## src/rtl/debug_mem_master_if.sv

```systemverilog
// Host command/write/read channels plus instruction- and data-cache debug ports
// of the debug memory master, bundled for one connection point.
interface debug_mem_master_if;
    logic        cmd_valid;
    logic        cmd_ready;
    logic [1:0]  cmd_op;
    logic [31:0] cmd_addr;
    logic [7:0]  cmd_len;

    logic        wdata_valid;
    logic        wdata_ready;
    logic [31:0] wdata;
    logic [3:0]  wdata_be;

    logic        rdata_valid;
    logic        rdata_ready;
    logic [31:0] rdata;
    logic        rdata_last;

    logic        busy;
    logic        done;

    logic [31:0] CPU_Debug_InstCache_A2;
    logic [31:0] CPU_Debug_InstCache_WD2;
    logic [3:0]  CPU_Debug_InstCache_WE2;
    logic [31:0] CPU_Debug_InstCache_RD2;

    logic [31:0] CPU_Debug_DataCache_A2;
    logic [31:0] CPU_Debug_DataCache_WD2;
    logic [3:0]  CPU_Debug_DataCache_WE2;
    logic [31:0] CPU_Debug_DataCache_RD2;

    modport master (
        input  cmd_valid, cmd_op, cmd_addr, cmd_len,
        input  wdata_valid, wdata, wdata_be,
        input  rdata_ready,
        input  CPU_Debug_InstCache_RD2, CPU_Debug_DataCache_RD2,
        output cmd_ready, wdata_ready, rdata_valid, rdata, rdata_last, busy, done,
        output CPU_Debug_InstCache_A2, CPU_Debug_InstCache_WD2, CPU_Debug_InstCache_WE2,
        output CPU_Debug_DataCache_A2, CPU_Debug_DataCache_WD2, CPU_Debug_DataCache_WE2
    );

    modport slave (
        output cmd_valid, cmd_op, cmd_addr, cmd_len,
        output wdata_valid, wdata, wdata_be,
        output rdata_ready,
        output CPU_Debug_InstCache_RD2, CPU_Debug_DataCache_RD2,
        input  cmd_ready, wdata_ready, rdata_valid, rdata, rdata_last, busy, done,
        input  CPU_Debug_InstCache_A2, CPU_Debug_InstCache_WD2, CPU_Debug_InstCache_WE2,
        input  CPU_Debug_DataCache_A2, CPU_Debug_DataCache_WD2, CPU_Debug_DataCache_WE2
    );
endinterface

```

## src/rtl/debug_mem_master.sv

```systemverilog
// Debug-side burst initiator: turns host word-burst commands into single-cycle
// address/data/byte-enable cycles on the instruction or data cache debug port.
module debug_mem_master #(
    parameter int unsigned READ_LATENCY = 1
) (
    input logic                CPU_CLK,
    input logic                CPU_RST_N,
    debug_mem_master_if.master bus
);

    localparam logic [2:0] LatLast = 3'(READ_LATENCY - 1);

    typedef enum logic [2:0] {
        StIdle, StWrite, StRdIssue, StRdWait, StRdHold, StDone
    } state_e;

    state_e      state_q, state_d;
    logic        sel_data_q, sel_data_d;
    logic [31:0] addr_q, addr_d;
    logic [7:0]  cnt_q, cnt_d;
    logic [2:0]  lat_q, lat_d;
    logic [31:0] inst_a2_q, inst_a2_d, inst_wd2_q, inst_wd2_d;
    logic [3:0]  inst_we2_q, inst_we2_d;
    logic [31:0] data_a2_q, data_a2_d, data_wd2_q, data_wd2_d;
    logic [3:0]  data_we2_q, data_we2_d;
    logic [31:0] rdata_q, rdata_d;
    logic        rdata_valid_q, rdata_valid_d;
    logic        rdata_last_q, rdata_last_d;
    logic        busy_q, busy_d;
    logic        done_q, done_d;

    logic        a2_load;
    logic [31:0] a2_val;
    logic        wr_fire;
    logic        sel_data;

    always_comb begin
        state_d       = state_q;
        sel_data_d    = sel_data_q;
        addr_d        = addr_q;
        cnt_d         = cnt_q;
        lat_d         = lat_q;
        inst_a2_d     = inst_a2_q;
        inst_wd2_d    = inst_wd2_q;
        inst_we2_d    = 4'b0000;
        data_a2_d     = data_a2_q;
        data_wd2_d    = data_wd2_q;
        data_we2_d    = 4'b0000;
        rdata_d       = rdata_q;
        rdata_valid_d = rdata_valid_q;
        rdata_last_d  = rdata_last_q;
        done_d        = 1'b0;
        a2_load       = 1'b0;
        a2_val        = addr_q;
        wr_fire       = 1'b0;
        sel_data      = sel_data_q;

        unique case (state_q)
            StIdle: begin
                if (bus.cmd_valid) begin
                    sel_data_d = bus.cmd_op[0];
                    sel_data   = bus.cmd_op[0];
                    addr_d     = bus.cmd_addr & 32'hFFFF_FFFC;
                    cnt_d      = bus.cmd_len;
                    if (bus.cmd_op[1]) begin
                        a2_load = 1'b1;
                        a2_val  = addr_d;
                        state_d = StRdIssue;
                    end else begin
                        state_d = StWrite;
                    end
                end
            end
            StWrite: begin
                if (bus.wdata_valid) begin
                    wr_fire = 1'b1;
                    a2_load = 1'b1;
                    addr_d  = addr_q + 32'd4;
                    cnt_d   = cnt_q - 8'd1;
                    if (cnt_q == 8'd0) state_d = StDone;
                end
            end
            StRdIssue: begin
                lat_d   = 3'd0;
                state_d = StRdWait;
            end
            StRdWait: begin
                if (lat_q == LatLast) begin
                    rdata_d       = sel_data_q ? bus.CPU_Debug_DataCache_RD2
                                               : bus.CPU_Debug_InstCache_RD2;
                    rdata_valid_d = 1'b1;
                    rdata_last_d  = (cnt_q == 8'd0);
                    state_d       = StRdHold;
                end else begin
                    lat_d = lat_q + 3'd1;
                end
            end
            StRdHold: begin
                if (bus.rdata_ready) begin
                    rdata_valid_d = 1'b0;
                    rdata_last_d  = 1'b0;
                    if (rdata_last_q) begin
                        done_d  = 1'b1;
                        state_d = StDone;
                    end else begin
                        addr_d  = addr_q + 32'd4;
                        cnt_d   = cnt_q - 8'd1;
                        a2_load = 1'b1;
                        a2_val  = addr_d;
                        state_d = StRdIssue;
                    end
                end
            end
            StDone: begin
                // A write lands here one cycle early so its last WE2 cycle precedes done.
                if (done_q) state_d = StIdle;
                else        done_d  = 1'b1;
            end
            default: state_d = StIdle;
        endcase

        if (a2_load) begin
            if (sel_data) data_a2_d = a2_val;
            else          inst_a2_d = a2_val;
        end
        if (wr_fire) begin
            if (sel_data) begin
                data_wd2_d = bus.wdata;
                data_we2_d = bus.wdata_be;
            end else begin
                inst_wd2_d = bus.wdata;
                inst_we2_d = bus.wdata_be;
            end
        end
        busy_d = (state_d != StIdle);
    end

    always_ff @(posedge CPU_CLK or negedge CPU_RST_N) begin
        if (!CPU_RST_N) begin
            state_q       <= StIdle;
            sel_data_q    <= 1'b0;
            addr_q        <= 32'd0;
            cnt_q         <= 8'd0;
            lat_q         <= 3'd0;
            inst_a2_q     <= 32'd0;
            inst_wd2_q    <= 32'd0;
            inst_we2_q    <= 4'b0000;
            data_a2_q     <= 32'd0;
            data_wd2_q    <= 32'd0;
            data_we2_q    <= 4'b0000;
            rdata_q       <= 32'd0;
            rdata_valid_q <= 1'b0;
            rdata_last_q  <= 1'b0;
            busy_q        <= 1'b0;
            done_q        <= 1'b0;
        end else begin
            state_q       <= state_d;
            sel_data_q    <= sel_data_d;
            addr_q        <= addr_d;
            cnt_q         <= cnt_d;
            lat_q         <= lat_d;
            inst_a2_q     <= inst_a2_d;
            inst_wd2_q    <= inst_wd2_d;
            inst_we2_q    <= inst_we2_d;
            data_a2_q     <= data_a2_d;
            data_wd2_q    <= data_wd2_d;
            data_we2_q    <= data_we2_d;
            rdata_q       <= rdata_d;
            rdata_valid_q <= rdata_valid_d;
            rdata_last_q  <= rdata_last_d;
            busy_q        <= busy_d;
            done_q        <= done_d;
        end
    end

    assign bus.cmd_ready   = (state_q == StIdle) && CPU_RST_N;
    assign bus.wdata_ready = (state_q == StWrite);
    assign bus.rdata       = rdata_q;
    assign bus.rdata_valid = rdata_valid_q;
    assign bus.rdata_last  = rdata_last_q;
    assign bus.busy        = busy_q;
    assign bus.done        = done_q;

    assign bus.CPU_Debug_InstCache_A2  = inst_a2_q;
    assign bus.CPU_Debug_InstCache_WD2 = inst_wd2_q;
    assign bus.CPU_Debug_InstCache_WE2 = inst_we2_q;
    assign bus.CPU_Debug_DataCache_A2  = data_a2_q;
    assign bus.CPU_Debug_DataCache_WD2 = data_wd2_q;
    assign bus.CPU_Debug_DataCache_WE2 = data_we2_q;

endmodule
```

## src/flat_wrapper.sv

```systemverilog
// flat-port wrapper written by rule: the top's interface ports become plain ports
module debug_mem_master_flat 
#(
    parameter int unsigned READ_LATENCY = 1
)
  (CPU_CLK, CPU_RST_N, bus_cmd_valid, bus_cmd_op, bus_cmd_addr, bus_cmd_len, bus_wdata_valid, bus_wdata, bus_wdata_be, bus_rdata_ready, bus_CPU_Debug_InstCache_RD2, bus_CPU_Debug_DataCache_RD2, bus_cmd_ready, bus_wdata_ready, bus_rdata_valid, bus_rdata, bus_rdata_last, bus_busy, bus_done, bus_CPU_Debug_InstCache_A2, bus_CPU_Debug_InstCache_WD2, bus_CPU_Debug_InstCache_WE2, bus_CPU_Debug_DataCache_A2, bus_CPU_Debug_DataCache_WD2, bus_CPU_Debug_DataCache_WE2);
  debug_mem_master_if bus_i ();
  input logic CPU_CLK;
  input logic CPU_RST_N;
  input wire logic [$bits(bus_i.cmd_valid)-1:0] bus_cmd_valid;
  input wire logic [$bits(bus_i.cmd_op)-1:0] bus_cmd_op;
  input wire logic [$bits(bus_i.cmd_addr)-1:0] bus_cmd_addr;
  input wire logic [$bits(bus_i.cmd_len)-1:0] bus_cmd_len;
  input wire logic [$bits(bus_i.wdata_valid)-1:0] bus_wdata_valid;
  input wire logic [$bits(bus_i.wdata)-1:0] bus_wdata;
  input wire logic [$bits(bus_i.wdata_be)-1:0] bus_wdata_be;
  input wire logic [$bits(bus_i.rdata_ready)-1:0] bus_rdata_ready;
  input wire logic [$bits(bus_i.CPU_Debug_InstCache_RD2)-1:0] bus_CPU_Debug_InstCache_RD2;
  input wire logic [$bits(bus_i.CPU_Debug_DataCache_RD2)-1:0] bus_CPU_Debug_DataCache_RD2;
  output wire logic [$bits(bus_i.cmd_ready)-1:0] bus_cmd_ready;
  output wire logic [$bits(bus_i.wdata_ready)-1:0] bus_wdata_ready;
  output wire logic [$bits(bus_i.rdata_valid)-1:0] bus_rdata_valid;
  output wire logic [$bits(bus_i.rdata)-1:0] bus_rdata;
  output wire logic [$bits(bus_i.rdata_last)-1:0] bus_rdata_last;
  output wire logic [$bits(bus_i.busy)-1:0] bus_busy;
  output wire logic [$bits(bus_i.done)-1:0] bus_done;
  output wire logic [$bits(bus_i.CPU_Debug_InstCache_A2)-1:0] bus_CPU_Debug_InstCache_A2;
  output wire logic [$bits(bus_i.CPU_Debug_InstCache_WD2)-1:0] bus_CPU_Debug_InstCache_WD2;
  output wire logic [$bits(bus_i.CPU_Debug_InstCache_WE2)-1:0] bus_CPU_Debug_InstCache_WE2;
  output wire logic [$bits(bus_i.CPU_Debug_DataCache_A2)-1:0] bus_CPU_Debug_DataCache_A2;
  output wire logic [$bits(bus_i.CPU_Debug_DataCache_WD2)-1:0] bus_CPU_Debug_DataCache_WD2;
  output wire logic [$bits(bus_i.CPU_Debug_DataCache_WE2)-1:0] bus_CPU_Debug_DataCache_WE2;
  assign bus_i.cmd_valid = bus_cmd_valid;
  assign bus_i.cmd_op = bus_cmd_op;
  assign bus_i.cmd_addr = bus_cmd_addr;
  assign bus_i.cmd_len = bus_cmd_len;
  assign bus_i.wdata_valid = bus_wdata_valid;
  assign bus_i.wdata = bus_wdata;
  assign bus_i.wdata_be = bus_wdata_be;
  assign bus_i.rdata_ready = bus_rdata_ready;
  assign bus_i.CPU_Debug_InstCache_RD2 = bus_CPU_Debug_InstCache_RD2;
  assign bus_i.CPU_Debug_DataCache_RD2 = bus_CPU_Debug_DataCache_RD2;
  assign bus_cmd_ready = bus_i.cmd_ready;
  assign bus_wdata_ready = bus_i.wdata_ready;
  assign bus_rdata_valid = bus_i.rdata_valid;
  assign bus_rdata = bus_i.rdata;
  assign bus_rdata_last = bus_i.rdata_last;
  assign bus_busy = bus_i.busy;
  assign bus_done = bus_i.done;
  assign bus_CPU_Debug_InstCache_A2 = bus_i.CPU_Debug_InstCache_A2;
  assign bus_CPU_Debug_InstCache_WD2 = bus_i.CPU_Debug_InstCache_WD2;
  assign bus_CPU_Debug_InstCache_WE2 = bus_i.CPU_Debug_InstCache_WE2;
  assign bus_CPU_Debug_DataCache_A2 = bus_i.CPU_Debug_DataCache_A2;
  assign bus_CPU_Debug_DataCache_WD2 = bus_i.CPU_Debug_DataCache_WD2;
  assign bus_CPU_Debug_DataCache_WE2 = bus_i.CPU_Debug_DataCache_WE2;
  debug_mem_master #(.READ_LATENCY(READ_LATENCY)) u_core (.CPU_CLK(CPU_CLK), .CPU_RST_N(CPU_RST_N), .bus(bus_i));
endmodule
```

## config.mk

```make
export PLATFORM = sky130hd
export DESIGN_NAME = debug_mem_master_flat
export DESIGN_NICKNAME = d
export VERILOG_FILES = /design/src/rtl/debug_mem_master_if.sv /design/src/rtl/debug_mem_master.sv /design/src/flat_wrapper.sv
export SDC_FILE = /design/constraint.sdc
export NUM_CORES = 1
export LEC_CHECK = 0
export ABC_AREA = 1
export BUFFER_PORTS_ARGS = -buffer_cell sky130_fd_sc_hd__buf_2
export CAP_MARGIN = 20
export CELL_PAD_IN_SITES_DETAIL_PLACEMENT = 1
export CELL_PAD_IN_SITES_GLOBAL_PLACEMENT = 2
export CORE_UTILIZATION = 31
export DETAILED_ROUTE_END_ITERATION = 10
export GPL_ROUTABILITY_DRIVEN = 0
export PLACE_DENSITY = 0.94
export SLEW_MARGIN = 20
export SYNTH_ARGS = -nofsm -noshare
export SYNTH_HDL_FRONTEND = slang
export SYNTH_SLANG_ARGS = --single-unit
```

## constraint.sdc

```tcl
create_clock -name CPU_CLK -period 3.2 [get_ports CPU_CLK]
set_clock_uncertainty 0.2 [all_clocks]
set_input_delay 0.32 -clock CPU_CLK [delete_from_list [all_inputs] [get_ports CPU_CLK]]
set_output_delay 0.32 -clock CPU_CLK [all_outputs]
set_load 0.02 [all_outputs]
```

; ---- Word level (Yosys, flattened, before mapping)
; Cells that the tools add are included.
[classes]
addsub = 3
reduce_logical = 17
muxes = 47
bitwise = 1
eq_ne = 11
[op_table]
columns = op, n
row1 = two-way mux 32 bit, 7
row2 = one-hot mux 32 bit (3 select lines), 1
row3 = one-hot mux 32 bit (2 select lines), 1
row4 = adder 32 x 3 -> 32 bit (second input constant), 1
row5 = two-way mux 8 bit, 4
row6 = two-way mux 3 bit, 8
row7 = one-hot mux 8 bit (3 select lines), 1
row8 = one-hot mux 3 bit (6 select lines), 1
row9 = two-way mux 4 bit, 4
row10 = two-way mux 1 bit, 14
row11 = AND reduction 2 bit, 6
row12 = != test 2 bit (second input constant), 5
row13 = logical NOT 8 bit, 1
row14 = subtractor 8 x 1 -> 8 bit (second input constant), 1
row15 = equality test 3 x 2 -> 1 bit (second input constant), 2
row16 = equality test 3 bit (second input constant), 2
row17 = logical NOT 3 bit, 2
row18 = one-hot mux 1 bit (2 select lines), 3
row19 = one-hot mux 3 bit (2 select lines), 1
row20 = AND reduction 3 bit, 2
row21 = nonzero test 3 bit, 2
row22 = AND reduction 5 bit, 1
row23 = nonzero test 2 bit, 2
row24 = adder 3 x 1 -> 3 bit (second input constant), 1
row25 = other kinds (6), 6
[totals]
ff_bits = 219
inputBits = 147
elab_cells = 95

; ---- Depth between registers and ports, before layout
; Gate-level depths: netlist of run 1.
[logic_depth]
ltp_word = 5
depth_mapped = 13

; ---- Least setup slack after synthesis of run 1
; Ideal clock, no wire load.
[synth_path]
kind = register -> register
from = reg u_core.state_q[0]
to = reg u_core.data_a2_q[5], in the netlist u_core.bus.CPU_Debug_DataCache_A2[5]
path_buffers = 1
setup_slack_ns = 1.217
synth_period_minus_slack_ns = 1.983
path_stages_with_launch = 10
t_arrival_ns = 1.646
cell_sequence = dfrtp_1 -> nor2_4 -> nand2_2 -> nor2_1 -> inv_2 -> nand3_1 -> nand2_1 -> inv_2 -> buf_2 -> a31oi_1
[synth_between]
elab_chain_cells = 3
[synth_rtl]
columns = item, line
row1 = start: declaration, debug_mem_master.sv:17  ; state_e state_q, state_d;
row2 = start signal: assignment, debug_mem_master.sv:140  ; state_q <= StIdle;
row3 = start signal: assignment, debug_mem_master.sv:157  ; state_q <= state_d;
row4 = equality test 3 bit (tied with other cells), debug_mem_master.sv:58  ; unique case (state_q)
row5 = one-hot mux 1 bit (3 select lines) / two-way mux 1 bit (equally long branches), debug_mem_master.sv:58
row6 = AND reduction 2 bit (no line), n/a
row7 = end signal: assignment, debug_mem_master.sv:165  ; data_a2_q <= data_a2_d;
row8 = end: declaration, debug_mem_master.sv:24  ; logic [31:0] data_a2_q, data_a2_d, data_wd2_q, data_wd2_d;
; Several ways; a longest one is shown, not always the timed one.
; A chain may end at the register's enable or synchronous reset.

; ---- Final worst setup path of run 1
[layout_path]
from = reg u_core.state_q[0]
to = reg u_core.rdata_q[31], in the netlist u_core.bus.rdata[31]
[layout_between]
elab_chain_cells = 2
[layout_rtl]
columns = item, line
row1 = equality test 3 x 2 -> 1 bit, debug_mem_master.sv:58
row2 = AND reduction 2 bit (no line), n/a
row3 = end signal: assignment, debug_mem_master.sv:168  ; rdata_q <= rdata_d;
row4 = end: declaration, debug_mem_master.sv:26  ; logic [31:0] rdata_q, rdata_d;
; Every way passes these cells.

==> results of run 1 <==
==> cell usage after synthesis <==
cell type | instances | share of area
nand2_2 | 3 | 0.0018
a22oi_1 | 24 | 0.017
o211ai_1 | 9 | 0.0064
nor2_4 | 2 | 0.0021
mux2_2 | 7 | 0.0074
buf_2 | 20 | 0.0094
buf_4 | 4 | 0.0028
xor2_1 | 12 | 0.0099
inv_1 | 89 | 0.031
o221ai_1 | 2 | 0.0016
nor2_2 | 2 | 0.0012
o21a_1 | 3 | 0.0021
a31oi_1 | 47 | 0.028
ha_1 | 4 | 0.0047
o22ai_1 | 5 | 0.0029
nand4_1 | 3 | 0.0018
mux2_1 | 24 | 0.025
o21ai_2 | 1 | 0.00082
clkinv_1 | 2 | 0.00071
o21ai_0 | 55 | 0.026
nand2_1 | 533 | 0.19
conb_1 | 1 | 0.00035
inv_2 | 11 | 0.0039
nor3_1 | 4 | 0.0019
or2_2 | 5 | 0.0029
buf_1 | 6 | 0.0021
clkbuf_1 | 31 | 0.011
nand3_1 | 87 | 0.041
dfrtp_1 | 213 | 0.50
nor2_1 | 143 | 0.051
or3_1 | 1 | 0.00059
a21oi_1 | 26 | 0.012
==> cell families after synthesis <==
kind of cell    after synthesis  share of synthesized area
simple gates                783                      0.292
flops                       213                      0.502
compound gates              172                     0.0967
buf+inv                     163                     0.0614
mux                          31                     0.0329
xor+xnor                     12                    0.00990
fa+ha+maj                     4                    0.00471
other cells                   1                   0.000353
==> repair_timing <==
| action | CTS | global route |
|---|---|---|
| hold buffers | 140 | 0 |
| endpoints found under the setup margin | 0 | 0 |
| hold endpoints to repair | 211 | 0 |
| setup buffers | 0 | 0 |
==> cells in the final DEF (no fill, tap or decap), types with 3 or more instances in the layout <==
| cell type | synthesis | final |
|---|---|---|
| ha_1 | 4 | 4 |
| nand3_1 | 87 | 87 |
| xor2_1 | 12 | 12 |
| nor2_2 | 2 | 5 |
| buf_2 | 20 | 313 |
| inv_1 | 89 | 88 |
| nor3_1 | 4 | 4 |
| o22ai_1 | 5 | 5 |
| nand4_1 | 3 | 3 |
| nor2_1 | 143 | 140 |
| diode_2 | 0 | 4 |
| dfrtp_1 | 213 | 213 |
| conb_1 | 1 | 4 |
| mux2_1 | 24 | 24 |
| o21a_1 | 3 | 3 |
| a22oi_1 | 24 | 24 |
| buf_4 | 4 | 19 |
| nand2_1 | 533 | 533 |
| a31oi_1 | 47 | 47 |
| or2_2 | 5 | 5 |
| o21ai_0 | 55 | 55 |
| clkbuf_1 | 31 | 9 |
| nand2_2 | 3 | 3 |
| clkinv_2 | 0 | 4 |
| o211ai_1 | 9 | 9 |
| clkbuf_16 | 0 | 25 |
| a21oi_1 | 26 | 26 |
| mux2_2 | 7 | 7 |
| inv_2 | 11 | 12 |
| dlygate4sd3_1 | 0 | 140 |
==> sequential cells by signal, summed over array words and instances, names as in the netlist, 4 cells and up <==
register	count
u_core.bus.CPU_Debug_DataCache_WD2	32
u_core.bus.CPU_Debug_InstCache_WD2	32
u_core.bus.rdata	32
u_core.addr_q	30
u_core.bus.CPU_Debug_DataCache_A2	30
u_core.bus.CPU_Debug_InstCache_A2	30
u_core.cnt_q	8
u_core.bus.CPU_Debug_DataCache_WE2	4
u_core.bus.CPU_Debug_InstCache_WE2	4
==> power groups by stage <==
stage                     Sequential, uW  Combinational [uW]  Clock, uW
after CTS                           4830                8020       2900
final                               4860                8030       2820
after global routing                5020                8900       3000
after global placement              4780                7320          0
after floorplan                     5880                3800          0
after detailed placement            4850                7530          0
==> routing by layer <==
layer	up-vias	global-route usage	share of wire
met4	0	0.107	0.042
li1	5307	-	-
met5	-	0	0
met1	5526	0.290	0.42
met2	329	0.406	0.49
met3	91	0.0366	0.050
==> worst max-delay path by stage <==
stage,from,end,slack [ns],cells after the start
4_1_cts,u_core.state_q[0],u_core.bus.rdata[0],0.38,8
5_1_grt,u_core.state_q[0],u_core.bus.rdata[31],0.14,8
2_1_floorplan,u_core.state_q[0],u_core.bus.CPU_Debug_DataCache_A2[5],1.22,9
3_3_place_gp,u_core.state_q[0],u_core.bus.CPU_Debug_InstCache_A2[28],0.61,8
6_report,u_core.state_q[0],u_core.bus.rdata[31],0.34,8
3_5_place_dp,u_core.state_q[0],u_core.bus.CPU_Debug_DataCache_A2[28],0.62,8
==> final cells by class <==
class                   count  area (um2)
multi-input cells        1006        4660
diodes                      4        10.0
repair buffers            474        3150
well taps                 448         561
flip-flops and latches    213        5330
inverters                 102         383
clock inverters             9         116
fillers                  4152       18700
clock buffers              35         673
==> worst reg2reg max path, stage by stage (launching register included) <==
cell,delay (ns)
dfrtp_1,0.44
nand2_1,0.08
nor2_1,0.22
nand3_1,0.29
inv_2,0.35
buf_4,0.35
nor2_1,0.08
a31oi_1,0.18
dlygate4sd3_1,0.59
==> per-stage QoR <==
step,hold slack [ns],power [uW]
global placement,0.110,12100
floorplan,-0.176,9690
CTS,0.0115,15700
detailed placement,0.114,12400
finish,0.0200,15700
global route,0.0752,16900
==> results.yml, run 1 <==
setup_path:
  reg2reg_to: "u_core.bus.rdata[31]"
  crit-reg2reg-launch: "u_core.state_q[0]"
  rrSetupSlack_ns: 0.34
  critPathMaxFanout: 26
  critPathArrivalTime_ns: 3.13
  crit_path_frequent_cell: "nor2_1"
  path_buf_inv: 3
  cp.required_ns: 3.48
  r2r.worst_path.cells: 8
  crit_chain: "nand2_1, nor2_1, nand3_1, inv_2, buf_4, nor2_1, a31oi_1, dlygate4sd3_1"
  endpoint_kind: "flip-flop"
  startpoint_type: "flip-flop"
  max_stage_delay_ns: 0.59
  critPathTopFamily: "buffers and inverters"
  path_class: "flip-flop to flip-flop"
  slowest_stage: "dlygate4sd3_1"
placed_design:
  pre_cts_ws_ns: 0.616
  dp_cells: 2103
  io_buffers: 314
  placedInstanceArea_mm2: 0.0127
  hpwl_mm: 26.9
die:
  start_util: 0.316
  dieArea_mm2: 0.0350
  num_rows: 67
  die_x_um: 187
  io_pins: 321
  core-area_mm2: 0.0336
  die_h_um: 187
min_path:
  min_path_type: "input pin to flip-flop"
  min_to: "u_core.sel_data_q"
  hold_depth: 5
  hold_start: "bus_cmd_op[0]"
timing:
  slew_viol_final: 0
  tns_ns: 0
  fin_crit_sh: 0.893
  worstMarginPinSlew_ns: 0.796
  setup_viol: 0
  rsz0062_at_grt: "no"
  relSlewSlack: 0.469
  layout_min_cycle_time_ns: 2.86
  layout_setup_ws_ns: 0.343
  fmax_ghz: 0.350
  hold_violations: 0
route:
  vias: 11300
  vias_per_cell: 4.91
  drt_iter0_drc: 530
  drt-wirelength-per-cell_um: 17.9
  drt-total-wl_mm: 40.9
  ant_nets: 0
  route.detailed.drc: 0
  first_pass_iters: 8
clock_tree:
  clock_latency_ns: 0.55
  clockBufferDepth: 3
  cts_resized: 0
  cts_tree: "yes"
  htree_levels: 1
  clockRootBuffer: "clkbuf_16"
  cts.sinks: 213
  path_clk_slew_ns: 0.06
  cts_buffers: 25
final_layout:
  finalNonFillerCells: 2291
  fin_util: 0.443
  area_growth_pct: 40.1
  finish.instance_area_mm2: 0.0149
  fin_nets: 1973
  drive_gt1_frac: 0.220
synthesis:
  ys_seq_area_frac: 0.502
  ys_seq_elements: 213
  yosys_warnings: 0
  synthDistinctLibCells: 32
  syn_inst: 1379
  syn_area_per_cell_um2: 7.70
  synth_area_mm2: 0.0106
grt:
  grt-ovfl-total: 0
  grt_pass1_vias: 12300
  grt_usage: 0.236
  grt_pass1_wl_mm: 66.2
  grt_max_degree: 114
  grt_antenna_before_repair: 4
outcome:
  outcome: "complete, no violations"
power:
  p_switching_uw: 7360
  cellPowerDensity_mw_per_mm2: 1060
  internal-power_uw: 8360
  power.leakage_uw: 0.00766
  p_clk_frac: 0.179
  vdd_drop_max_v: 0.000525
  power_frac_seq: 0.309
  sw_frac_of_total: 0.468
  power_frac_comb: 0.511
flow_run:
  cap_violations: 0
Power figures use the tool's default switching activity.
==> run 2, diff against run 1 <==
Settings changed: BUFFER_PORTS_ARGS -buffer_cell sky130_fd_sc_hd__buf_2 to unset, CORE_UTILIZATION 31 to 38, DONT_BUFFER_PORTS set to 1, PLACE_DENSITY 0.94 to 0.93, SETUP_SLACK_MARGIN set to 0.2, TNS_END_PERCENT set to 1.
==> results.yml, run 2 (synthesis gave the netlist of run 1 again) <==
route:
  wl_met1_mm: 15.7
  wl_met2_mm: 18.5
  highest_layer: "met5"
  drt-wirelength-per-cell_um: 20.0
  vias_per_cell: 5.31
  vias: 10100
  drt_iter0_drc: 581
  ant_nets: 0
  route.detailed.drc: 0
  drt-total-wl_mm: 38.1
  dr_wl_met3_mm: 2.45
  first_pass_iters: 5
clock_tree:
  postCtsSetupRepairBufs: 0
  htree_levels: 1
  clockBufferDepth: 3
  cts.sinks: 213
  hold_buffers: 142
  cts_tree: "yes"
  path_clk_slew_ns: 0.06
  cts_buffers: 25
  clock_latency_ns: 0.54
  clockRootBuffer: "clkbuf_16"
final_layout:
  drive_gt1_frac: 0.0609
  final_common_cell: "nand2_1"
  fin_util: 0.488
  mostFrequentLayoutCells: "533 x nand2_1, 213 x dfrtp_1, 142 x dlygate4sd3_1, 140 x nor2_1, 88 x inv_1"
  finalNonFillerCells: 1904
  fin_nets: 1661
  fill_cells: 3304
  area_growth_pct: 24.8
die:
  die_x_um: 169
  dieArea_mm2: 0.0286
  num_rows: 60
  io_pins: 321
  core-area_mm2: 0.0272
  die_h_um: 169
  start_util: 0.391
timing:
  hold_violations: 213
  slew_viol_final: 0
  tns_ns: 0
  relSlewSlack: 0.452
  hold_slack_ns: -0.716
  rsz0062_at_grt: "no"
  worstMarginPinSlew_ns: 0.822
  fmax_ghz: 0.352
  fin_crit_sh: 0.889
  setup_viol: 0
  layout_min_cycle_time_ns: 2.84
  layout_setup_ws_ns: 0.355
setup_path:
  startpoint_type: "flip-flop"
  path_buf_inv: 3
  slowest_stage: "dlygate4sd3_1"
  critPathArrivalTime_ns: 3.05
  critPathMaxFanout: 33
  path_class: "flip-flop to flip-flop"
  cp.required_ns: 3.40
  worst-path-stages: 7
  crit_path_frequent_cell: "nor2_1"
  r2r.worst_path.cells: 7
  crit_chain: "nor2_1, nand3_1, clkinv_2, buf_12, nor2_1, a31oi_1, dlygate4sd3_1"
  critPathTopFamily: "buffers and inverters"
  endpoint_kind: "flip-flop"
  max_stage_delay_ns: 0.58
grt:
  grt_antenna_before_repair: 5
  grt_max_degree: 215
  grt_usage: 0.262
  grt_pass1_vias: 10800
  grt_pass1_wl_mm: 59.0
  grt-ovfl-total: 0
power:
  cellPowerDensity_mw_per_mm2: 1120
  vdd_drop_max_v: 0.000491
  power.leakage_uw: 0.00641
placed_design:
  pre_cts_ws_ns: 0.617
  hpwl_mm: 25.0
  io_buffers: 0
  dp_cells: 1713
flow_run:
  cap_violations: 0
outcome:
  violations: "negative hold slack"
  outcome: "finished, violations left"
min_path:
  min_path_type: "input pin to async pin"
run 2: cell types whose count changed in the layout (fill, tap and decap cells not counted), sizes merged:
| cell | previous run | this run |
|---|---|---|
| buf | 334 | 20 |
| clkbuf | 35 | 37 |
| dlygate4sd3 | 140 | 142 |
| inv | 101 | 100 |
run 2: per-stage QoR:
step / area [um2] / total power [uW]
finish: 13300 / 14900
global route: 13300 / 15900
CTS: 13200 / 14800
detailed placement: 11000 / 11400
global placement: 11000 / 11100
floorplan: 10600 / 9690
run 2: what timing repair did:
action	CTS	global route
gates resized for setup	0	1
hold endpoints to repair	407	213
endpoints found under the setup margin	0	17
run 2: layer usage:
| layer | vias up | GRT usage |
|---|---|---|
| met5 | - | 0 |
| met4 | 2 | 0.102 |
| met3 | 88 | 0.0564 |
| met2 | 352 | 0.445 |
| met1 | 4974 | 0.326 |
| li1 | 4686 | - |
run 2: worst reg2reg max path: cells and delay by family, from the launching register on:
family,cells,cell delay [ns]
AO/OA/AOI/OAI,1,0.07
flip-flops,1,0.49
AND/OR/NAND/NOR,3,0.56
buffers and inverters,3,1.38
run 2: where the power goes:
part / total [uW] / internal (uW) / leakage (uW) / switching (uW)
sequential: 6360 / 3960 / 0.00256 / 2400
clock: 2900 / 1720 / 0.000406 / 1170
combinational: 5640 / 2080 / 0.00344 / 3560
run 2: path summary, 6_finish.rpt:
kind                                        start                                     to  slack, ns
min in group CPU_CLK             bus_cmd_addr[20]  u_core.bus.CPU_Debug_InstCache_A2[20]       0.02
max in group asynchronous               CPU_RST_N                      u_core.addr_q[28]       2.84
worst min-delay path                    CPU_RST_N                        u_core.cnt_q[3]      -0.72
worst min register to register    u_core.cnt_q[6]                        u_core.cnt_q[6]       0.30
worst max register to register  u_core.state_q[2]                    u_core.bus.rdata[0]       0.36
worst max-delay path            u_core.state_q[2]                    u_core.bus.rdata[0]       0.36
run 2: area by class of cell:
type | count | area (um2) | share of cell area
Multi-Input combinational cell | 1006 | 4660 | 0.351
Sequential cell | 213 | 5330 | 0.402
Antenna cell | 4 | 10.0 | 0.000755
Tap cell | 372 | 465 | 0.0351
Inverter | 102 | 384 | 0.0290
Clock inverter | 8 | 108 | 0.00812
Clock buffer | 37 | 721 | 0.0544
Timing Repair Buffer | 162 | 1580 | 0.119
==> run 3, diff against run 2 <==
Settings changed: CORE_MARGIN set to 8.
==> results.yml, run 3 (synthesis gave the netlist of run 1 again) <==
die:
  core-area_mm2: 0.0276
  start_util: 0.384
  io_pins: 321
  dieArea_mm2: 0.0336
  die_x_um: 183
  die_h_um: 183
  num_rows: 61
power:
  internal-power_uw: 7620
  power.leakage_uw: 0.00637
  power_uw: 14800
  vdd_drop_max_v: 0.000494
  power_frac_seq: 0.431
  sw_frac_of_total: 0.486
  power_frac_comb: 0.379
  cellPowerDensity_mw_per_mm2: 1120
  p_clk_frac: 0.190
  p_switching_uw: 7210
placed_design:
  io_buffers: 0
  hpwl_mm: 26.6
min_path:
  min_path_type: "input pin to async pin"
setup_path:
  crit-reg2reg-launch: "u_core.sel_data_q"
  startpoint_type: "flip-flop"
  crit_path_frequent_cell: "buf_4"
  max_stage_delay_ns: 0.56
  reg2reg_to: "u_core.bus.CPU_Debug_DataCache_WD2[20]"
  slowest_stage: "dlygate4sd3_1"
  endpoint_kind: "flip-flop"
  path_buf_inv: 4
  crit_chain: "clkinv_1, buf_4, o21ai_0, dlygate4sd3_1, nand2_1, o21ai_2, nand2_2, buf_4, mux2_1"
  critPathTopFamily: "buffers and inverters"
  critPathArrivalTime_ns: 3.10
  critPathMaxFanout: 37
  cp.required_ns: 3.40
  rrSetupSlack_ns: 0.30
  r2r.worst_path.cells: 9
  path_class: "flip-flop to flip-flop"
route:
  vias: 10000
  drt-total-wl_mm: 40.4
  vias_per_cell: 5.26
  route.detailed.drc: 0
  ant_nets: 0
  drt-wirelength-per-cell_um: 21.2
  first_pass_iters: 7
  drt_iter0_drc: 635
timing:
  layout_min_cycle_time_ns: 2.90
  fin_crit_sh: 0.906
  tns_ns: 0
  rsz0062_at_grt: "yes"
  worstMarginPinSlew_ns: 0.806
  relSlewSlack: 0.462
  hold_slack_ns: -0.721
  hold_violations: 213
  setup_viol: 0
  slew_viol_final: 0
  fmax_ghz: 0.345
flow_run:
  cap_violations: 0
clock_tree:
  clockBufferDepth: 3
  cts_tree: "yes"
  hold_buffers: 142
  cts.sinks: 213
  htree_levels: 1
  path_clk_slew_ns: 0.07
  clock_latency_ns: 0.55
  clockRootBuffer: "clkbuf_16"
  cts_buffers: 25
outcome:
  outcome: "finished, violations left"
  violations: "negative hold slack"
grt:
  grt-ovfl-total: 0
  grt_pass1_wl_mm: 62.5
  grt_pass1_vias: 10900
  grt_usage: 0.234
  grt_antenna_before_repair: 6
  grt_max_degree: 215
final_layout:
  area_growth_pct: 24.4
  mostFrequentLayoutCells: "533 x nand2_1, 213 x dfrtp_1, 142 x dlygate4sd3_1, 140 x nor2_1, 88 x inv_1"
  fin_nets: 1659
  final_common_cell: "nand2_1"
  drive_gt1_frac: 0.0597
  fill_cells: 3339
## run 3: cell types whose count changed in the layout (fill, tap and decap cells not counted)
cell	previous run	this run
clkbuf_8	5	3
clkbuf_1	7	6
clkinv_2	5	4
buf_4	19	18
diode_2	4	5
inv_4	0	1
buf_12	1	0
inv_6	0	1
clkinvlp_4	1	2
bufinv_16	2	1
clkinv_4	0	1
## run 3: worst max-delay path by stage
stage | cells past startpoint | slack (ns) | to | from
after floorplan | 9 | 1.22 | u_core.bus.CPU_Debug_DataCache_A2[5] | u_core.state_q[0]
final | 9 | 0.30 | u_core.bus.CPU_Debug_DataCache_WD2[20] | u_core.sel_data_q
after CTS | 11 | 0.30 | u_core.bus.CPU_Debug_InstCache_A2[24] | u_core.sel_data_q
after global routing | 8 | 0.1 | u_core.bus.rdata[12] | u_core.state_q[0]
after detailed placement | 8 | 0.41 | u_core.bus.CPU_Debug_InstCache_A2[16] | u_core.state_q[0]
after global placement | 8 | 0.53 | u_core.bus.CPU_Debug_InstCache_A2[22] | u_core.state_q[0]
## run 3: power groups by stage
stage          logic (uW)  clock network, uW  registers (uW)
2_1_floorplan        3800                  0            5880
3_3_place_gp         4770                  0            6380
3_5_place_dp         5010                  0            6430
4_1_cts              5490               2860            6400
5_1_grt              6390               2970            6560
6_report             5620               2810            6400
## run 3: cell type report
class / instances / area (um2) / area share
inverter: 102 / 385 / 0.0292
clock buffer: 34 / 689 / 0.0522
multi-input combinational: 1006 / 4660 / 0.353
tap: 378 / 473 / 0.0358
sequential: 213 / 5330 / 0.404
timing repair buffer: 160 / 1560 / 0.118
clock inverter: 10 / 103 / 0.00777
antenna: 5 / 12.5 / 0.000947
## run 3: metrics by stage
step	setup slack [ns]	instance area, um2	utilization	hold WS, ns	std cells
final	0.301	13200	0.478	-0.721	1908
after CTS	0.303	13200	0.477	-0.744	1903
after detailed placement	0.406	11000	0.397	-0.158	1717
after global placement	0.526	11000	0.397	-0.158	1717
after global routing	0.0978	13200	0.478	-0.732	1907
after floorplan	1.22	10600	-	-0.176	1382
## run 3: metal layers
layer / GRT usage / part of all wire / routed length [um]
met5: 0 / 0.00045 / 18
met4: 0.0888 / 0.036 / 1460
met3: 0.0631 / 0.075 / 3050
met2: 0.402 / 0.49 / 20000
met1: 0.277 / 0.39 / 15900
## run 3: repair_timing
| item | in CTS | in global routing |
|---|---|---|
| gates resized for setup | 0 | 2 |
| hold endpoints to repair | 410 | 213 |
| setup endpoints to repair | 0 | 73 |
| setup buffers | 0 | 0 |
